==> config.mk <==
export PLATFORM = sky130hd
export DESIGN_NAME = serial_add_ctrl
export DESIGN_NICKNAME = d
export VERILOG_FILES = /design/src/rtl/serial_add_pkg.sv /design/src/rtl/serial_add_ctrl_fa_cell.sv /design/src/rtl/serial_add_ctrl.sv
export SDC_FILE = /design/constraint.sdc
export NUM_CORES = 1
export LEC_CHECK = 0
export ABC_CLOCK_PERIOD_IN_PS = 2500
export CORE_MARGIN = 5
export CORE_UTILIZATION = 54
export DETAILED_ROUTE_END_ITERATION = 10
export GPL_TIMING_DRIVEN = 0
export PLACE_DENSITY = 0.84
export SLEW_MARGIN = 20
export SYNTH_ARGS = -nofsm -noshare
export SYNTH_HDL_FRONTEND = slang
export SYNTH_HIERARCHICAL = 1
export SYNTH_SLANG_ARGS = --single-unit
==> constraint.sdc <==
create_clock -name clk -period 2.5 [get_ports clk]
set_clock_uncertainty 0.2 [all_clocks]
set_input_delay 0.625 -clock clk [delete_from_list [all_inputs] [get_ports clk]]
set_output_delay 0.625 -clock clk [all_outputs]
set_load 0.1 [all_outputs]
==> src/rtl/serial_add_pkg.sv <==
// Shared definitions for the bit-serial adder controller.
//   state_e       : controller FSM states
//   DEFAULT_WIDTH : default operand / sum width in bits
package serial_add_pkg;

    localparam int unsigned DEFAULT_WIDTH = 8;

    typedef enum logic [1:0] {
        StIdle = 2'd0,
        StRun  = 2'd1,
        StDone = 2'd2
    } state_e;

endpackage

==> src/rtl/serial_add_ctrl_fa_cell.sv <==
// Combinational 1-bit full adder.
//   a, b, cin : addend bits and carry-in
//   s, co     : sum bit and carry-out
module fa_cell (
    input  logic a,
    input  logic b,
    input  logic cin,
    output logic s,
    output logic co
);

    assign s  = a ^ b ^ cin;
    assign co = (a & b) | (a & cin) | (b & cin);

endmodule

==> src/rtl/serial_add_ctrl.sv <==
// Bit-serial adder controller: one full-adder cell, one bit per clock, LSB first.
//   clk, rst_n                : clock, async active-low reset
//   start_valid / start_ready : operand handshake (a, b, c_in sampled on accept)
//   result_valid / result_ready : result handshake (sum, c_out, ovf)
//   busy                      : high while an operation is running or its result is pending
module serial_add_ctrl
    import serial_add_pkg::*;
#(
    parameter int unsigned WIDTH = DEFAULT_WIDTH
) (
    input  logic             clk,
    input  logic             rst_n,
    input  logic             start_valid,
    output logic             start_ready,
    input  logic [WIDTH-1:0] a,
    input  logic [WIDTH-1:0] b,
    input  logic             c_in,
    output logic             result_valid,
    input  logic             result_ready,
    output logic [WIDTH-1:0] sum,
    output logic             c_out,
    output logic             ovf,
    output logic             busy
);

    localparam int unsigned CW = $clog2(WIDTH) + 1;
    localparam logic [CW-1:0] LAST = CW'(WIDTH - 1);

    state_e           state;
    logic [WIDTH-1:0] a_sr;
    logic [WIDTH-1:0] b_sr;
    logic             carry;
    logic [CW-1:0]    cnt;
    logic             fa_s;
    logic             fa_co;

    fa_cell u_fa (
        .a   (a_sr[0]),
        .b   (b_sr[0]),
        .cin (carry),
        .s   (fa_s),
        .co  (fa_co)
    );

    // Handshake/status outputs decode the state register only.
    assign start_ready  = (state == StIdle);
    assign result_valid = (state == StDone);
    assign busy         = (state == StRun) || (state == StDone);

    always_ff @(posedge clk or negedge rst_n) begin
        if (!rst_n) begin
            state <= StIdle;
            a_sr  <= '0;
            b_sr  <= '0;
            carry <= 1'b0;
            cnt   <= '0;
            sum   <= '0;
            c_out <= 1'b0;
            ovf   <= 1'b0;
        end else begin
            unique case (state)
                StIdle: begin
                    if (start_valid) begin
                        a_sr  <= a;
                        b_sr  <= b;
                        carry <= c_in;
                        cnt   <= '0;
                        sum   <= '0;
                        state <= StRun;
                    end
                end
                StRun: begin
                    // Cell sum enters at the MSB; after WIDTH shifts bit 0 sits at sum[0].
                    sum   <= {fa_s, sum[WIDTH-1:1]};
                    a_sr  <= a_sr >> 1;
                    b_sr  <= b_sr >> 1;
                    carry <= fa_co;
                    if (cnt == LAST) begin
                        // On the MSB cycle the carry flop holds the carry into the MSB.
                        c_out <= fa_co;
                        ovf   <= carry ^ fa_co;
                        state <= StDone;
                    end else begin
                        cnt <= cnt + 1'b1;
                    end
                end
                StDone: begin
                    if (result_ready) begin
                        state <= StIdle;
                    end
                end
                default: state <= StIdle;
            endcase
        end
    end

endmodule

==> After elaboration in Yosys (flattened, before gate mapping) <==
Index checks and enable logic that the tools add are counted.
{ "totals": {"input_bits": 21, "output_inout_bits": 13, "register_bits": 33} }
{ "op_classes": {"add_sub_neg": 1, "n_reduce_logical": 7, "n_mux": 15, "n_bitwise": 8, "n_eq_ne": 7} }
{ "op_table": {"columns": ["operator", "count"], "rows": [
  ["one-hot mux 8 bit (2 select lines)", 3],
  ["2-to-1 mux 8 bit", 3],
  ["2-to-1 mux 4 bit", 2],
  ["one-hot mux 4 bit (2 select lines)", 1],
  ["2-to-1 mux 2 bit", 3],
  ["one-hot mux 2 bit (3 select lines)", 1],
  ["AND reduction 3 bit", 2],
  ["adder 4 x 1 -> 4 bit, second input constant", 1],
  ["== test 4 x 3 -> 1 bit, second input constant", 1],
  ["inequality test 2 x 1 -> 1 bit, second input constant", 2],
  ["inequality test 2 bit, second input constant", 2],
  ["AND reduction 2 bit", 2],
  ["AND 1 bit", 3],
  ["bitwise XOR 1 bit", 3],
  ["== test 2 x 1 -> 1 bit, second input constant", 1],
  ["== test 2 bit, second input constant", 1],
  ["logical NOT 2 bit", 1],
  ["OR 1 bit", 2],
  ["one-hot mux 1 bit (2 select lines)", 1],
  ["nonzero test 2 bit", 1],
  ["logical OR 1 bit", 1],
  ["2-to-1 mux 1 bit", 1]
]} }

==> Longest topological paths before layout <==
{ "logic_depth": {"depth_word": 4, "mapped_depth": 8, "depth_no_buf": 5} }

==> Hierarchy <==
The synthesis kept the hierarchy.
{ "modules_own_cells": {"columns": ["mod", "area_per_inst_um2", "n_inst", "cells_per_inst"], "rows": [
  ["serial_add_ctrl", 1575.3, 1, 140],
  ["fa_cell", 20.0, 1, 1]
]} }

==> Worst setup path before layout <==
No wires, ideal clock.
{ "synth_timing": {"kind": "flip-flop to flip-flop", "startpoint": "register state[0]", "endpoint": "register sum[0]", "required_time_ns": 2.177, "synth_period_minus_slack_ns": 2.378, "setup_ns": 0.123, "setup_slack_ns": 0.122, "path_stages_with_launch": 7, "arrival_time_ns": 2.055, "path_cell_list": "dfrtp_1 > inv_1 > ha_1 > mux2i_1 > buf_6 > buf_6 > a22o_1"} }
{ "synth_via": {"elab_chain_cells": 3} }
{ "synth_lines": {"columns": ["item", "line_no", "source"], "rows": [
  ["from (decl)", "serial_add_ctrl.sv:29", "state_e state;"],
  ["from (signal assigned)", "serial_add_ctrl.sv:52", "state <= StIdle;"],
  ["from (signal assigned)", "serial_add_ctrl.sv:69", "state <= StRun;"],
  ["from (signal assigned)", "serial_add_ctrl.sv:82", "state <= StDone;"],
  ["logical NOT 2 bit (*)", null, null],
  ["named net start_ready", "serial_add_ctrl.sv:14", "output logic start_ready,"],
  ["inequality test 2 bit (no source line) / nonzero test 2 bit (equally long branches)", null, null],
  ["AND reduction 2 bit (no source line)", null, null],
  ["to (signal assigned)", "serial_add_ctrl.sv:74", "sum <= {fa_s, sum[WIDTH-1:1]};"],
  ["to (decl)", "serial_add_ctrl.sv:20", "output logic [WIDTH-1:0] sum,"]
]} }
Mark *: on every way through the listed nets, which the timed path passes. The rest lies on a longest branch.
A chain may end at the register's enable or synchronous reset.

==> Worst setup path after layout <==
{ "layout_timing": {"startpoint": "register state[1]", "endpoint": "output busy"} }
{ "layout_via": {"elab_chain_cells": 2} }
{ "layout_lines": {"columns": ["item", "line_no", "source"], "rows": [
  ["== test 2 x 1 -> 1 bit / == test 2 bit (equally long branches)", "serial_add_ctrl.sv:48", "assign busy = (state == StRun) || (state == StDone);"],
  ["logical OR 1 bit (*)", "serial_add_ctrl.sv:48", null],
  ["to (decl)", "serial_add_ctrl.sv:23", "output logic busy"]
]} }
Mark *: on every way between the ends. The rest lies on a longest branch, timed or not.

==> results.json <==
{
  "relSlewSlack_pct": 35.8,
  "outcome": "finished clean",
  "row_count": 19,
  "grtUsageTotal_pct": 17.7,
  "clockBufferDepth": 2,
  "setup-violations-final": 0,
  "grt_overflow": 0,
  "crit_fanout": 3,
  "synth_cells": 141,
  "routed_via_density": 5.64,
  "cts_inserted_buffers": 5,
  "period_needed_ns": 2.42,
  "clk_pin_slew_ns": 0.11,
  "maxCapViolCount": 0,
  "yosysWarnings": 6,
  "cp-start-kind": "flip-flop",
  "diodes": 0,
  "cts_hold_buffers": 0,
  "dieArea_um2": 4140,
  "port_buffers": 33,
  "first_pass_iters": 4,
  "rsz0062_at_grt": "no",
  "gp_congestion": 0.749,
  "core-area_um2": 2810,
  "multi_input_area_um2": 681,
  "synth_top_family_by_area": "compound AO/OA/AOI/OAI gates",
  "syn_nets": 167,
  "fillCellCount": 223,
  "synth-edff-count": 0,
  "final-hold-violation-count": 0,
  "cts.sink_count": 33,
  "io-pin-count": 34,
  "synthDistinctLibCells": 31,
  "fin_nets": 207,
  "critPathArrivalTime_ns": 1.60,
  "tightest_slew_ns": 0.966,
  "synth_top_area_share_pct": 51.8,
  "grt_max_degree": 34,
  "r2r-end": "a_sr[4]$_DFFE_PN0P_",
  "timing.fmax_mhz": 413,
  "synth-simple-area-share_pct": 11.9,
  "vias": 1201,
  "syn_avg_cell_area_um2": 11.3,
  "postLayoutCoreUtil_pct": 71.1,
  "wl_per_cell_um": 15.4,
  "synth_xor_area_share_pct": 0.549,
  "synthAdderAreaFrac_pct": 4.39,
  "synthTopCellsByCount": "33 x dfrtp_1, 21 x nand2_1, 16 x mux2i_1, 15 x o21ai_0, 8 x a22o_1",
  "clk_latency_ns": 0.33,
  "synth-compound-area-share_pct": 13.6,
  "synth.most_common_cell": "dfrtp_1",
  "area_delta_synth_final_pct": 25.0,
  "grt_pass1_wl_um": 5730,
  "cts_tree": "yes",
  "drtAntennaViolNets": 0,
  "dieHeight_um": 64.4,
  "synthMuxAreaShare_pct": 12.2,
  "synth_area_leaders": "dfrtp_1 52%, mux2i_1 10%, nand2_1 4.9%, o21ai_0 4.7%, a22o_1 4.4%",
  "hp-class": "primary input to asynchronous set/reset pin",
  "synth_area_um2": 1600,
  "initial_core_util_pct": 56.9,
  "synth.largest_area_cell": "dfrtp_1",
  "register_area_um2": 826,
  "crit_type": "flip-flop to output pin",
  "synth_seq_cells": 33,
  "r2r_start": "state[1]$_DFFE_PN0P_",
  "crit_required_ns": 1.67,
  "endpoint_kind": "output pin",
  "drc": 0,
  "root_buffer": "clkbuf_4",
  "finalMaxSlewViolations": 0,
  "antenna_found_initial": 0,
  "drt_iter0_drc": 61,
  "async_flop_share_pct": 100,
  "timing.final.crit_share_pct": 96.9,
  "die_w_um": 64.4,
  "ys.flop_type": "dfrtp_1",
  "reg2reg_depth": 5,
  "wl_um": 3290,
  "h-tree-depth": 2,
  "grt_pass1_vias": 1262,
  "r2r_slack_ns": 0.61,
  "drive_gt1_share_pct": 12.6,
  "hpwl_um": 2470,
  "yosysSeqAreaShare_pct": 51.8
}
==> layer usage <==
layer / wire [um] / vias up / global-route usage, %
li1: - / 578 / -
met1: 1440 / 590 / 22.1
met2: 1640 / 28 / 28.7
met3: 166 / 5 / 5.25
met4: 39 / 0 / 7.39
met5: 0 / - / 0
==> final cells by class <==
type                            instances  share of cell area [%]
Sequential cell                        33                    41.4
Multi-Input combinational cell         96                    34.1
Timing Repair Buffer                   33                    15.5
Buffer                                  9                    3.89
Clock buffer                            6                    2.07
Tap cell                               31                    1.94
Inverter                                3                   0.565
Clock inverter                          2                   0.502
==> critical path, stage by stage (launching register included) <==
cell	delay, ns
dfrtp_1	0.39
inv_1	0.08
ha_1	0.27
clkdlybuf4s18_2	0.53
==> cell families (layout without fill, tap and decap cells) <==
kind of cell,after synthesis,count (layout)
AND/OR/NAND/NOR,39,39
adder cells (fa/ha/maj),5,5
XOR/XNOR,1,1
AO/OA/AOI/OAI,32,32
flip-flops,33,33
multiplexers,19,19
buffers and inverters,12,53
==> sequential cells by signal, summed over array words and instances, names as in the netlist <==
register / cells
a_sr: 8
b_sr: 8
c_out: 1
carry: 1
cnt: 4
ovf: 1
state: 2
sum: 8
==> stage by stage <==
| stage | cell area, um^2 | worst slack, ns | setup TNS [ns] | instances | hold slack (ns) |
|---|---|---|---|---|---|
| global placement | 1960 | -0.170 | -0.683 | 205 | 0.262 |
| global route | 1990 | 0.00368 | 0 | 213 | 0.166 |
| detailed placement | 1960 | -0.217 | -0.456 | 205 | 0.270 |
| CTS | 2000 | 0.0151 | 0 | 213 | 0.159 |
| finish | 1990 | 0.0778 | 0 | 213 | 0.130 |
| floorplan | 1600 | 0.122 | 0 | 141 | 0.129 |
==> cells in the final DEF, fill, tap and decap left out, drive strengths merged, types with 2 or more instances in the layout <==
master | Yosys | layout
dlygate4sd2 | 0 | 10
nand2b | 4 | 4
clkinv | 0 | 2
a22o | 8 | 8
nand3 | 5 | 5
buf | 7 | 9
dfrtp | 33 | 33
clkdlybuf4s50 | 0 | 19
mux2 | 3 | 3
o21ai | 17 | 17
ha | 4 | 4
clkbuf | 2 | 8
nand2 | 21 | 21
nor2b | 2 | 2
mux2i | 16 | 16
a21oi | 3 | 3
inv | 3 | 3
==> worst max path at each step <==
| stage | from | to | slack [ns] | cells past startpoint |
|---|---|---|---|---|
| 2_1_floorplan | state[0]$_DFFE_PN0P_ | sum[0]$_DFFE_PN0P_ | 0.12 | 6 |
| 3_3_place_gp | state[1]$_DFFE_PN0P_ | start_ready | -0.17 | 3 |
| 3_5_place_dp | state[1]$_DFFE_PN0P_ | start_ready | -0.22 | 3 |
| 4_1_cts | state[1]$_DFFE_PN0P_ | start_ready | 0.02 | 3 |
| 5_1_grt | state[1]$_DFFE_PN0P_ | busy | 0.004 | 3 |
| 6_report | state[1]$_DFFE_PN0P_ | busy | 0.08 | 3 |
==> what timing repair did <==
| item | in CTS | in global routing |
|---|---|---|
| setup buffers | 0 | 0 |
| resized for setup | 20 | 2 |
| endpoints found under the setup margin | 13 | 2 |
Power is left out: the tool's default activity adds up to more than one toggle a clock period on the data nets, which glitch-free logic cannot reach.
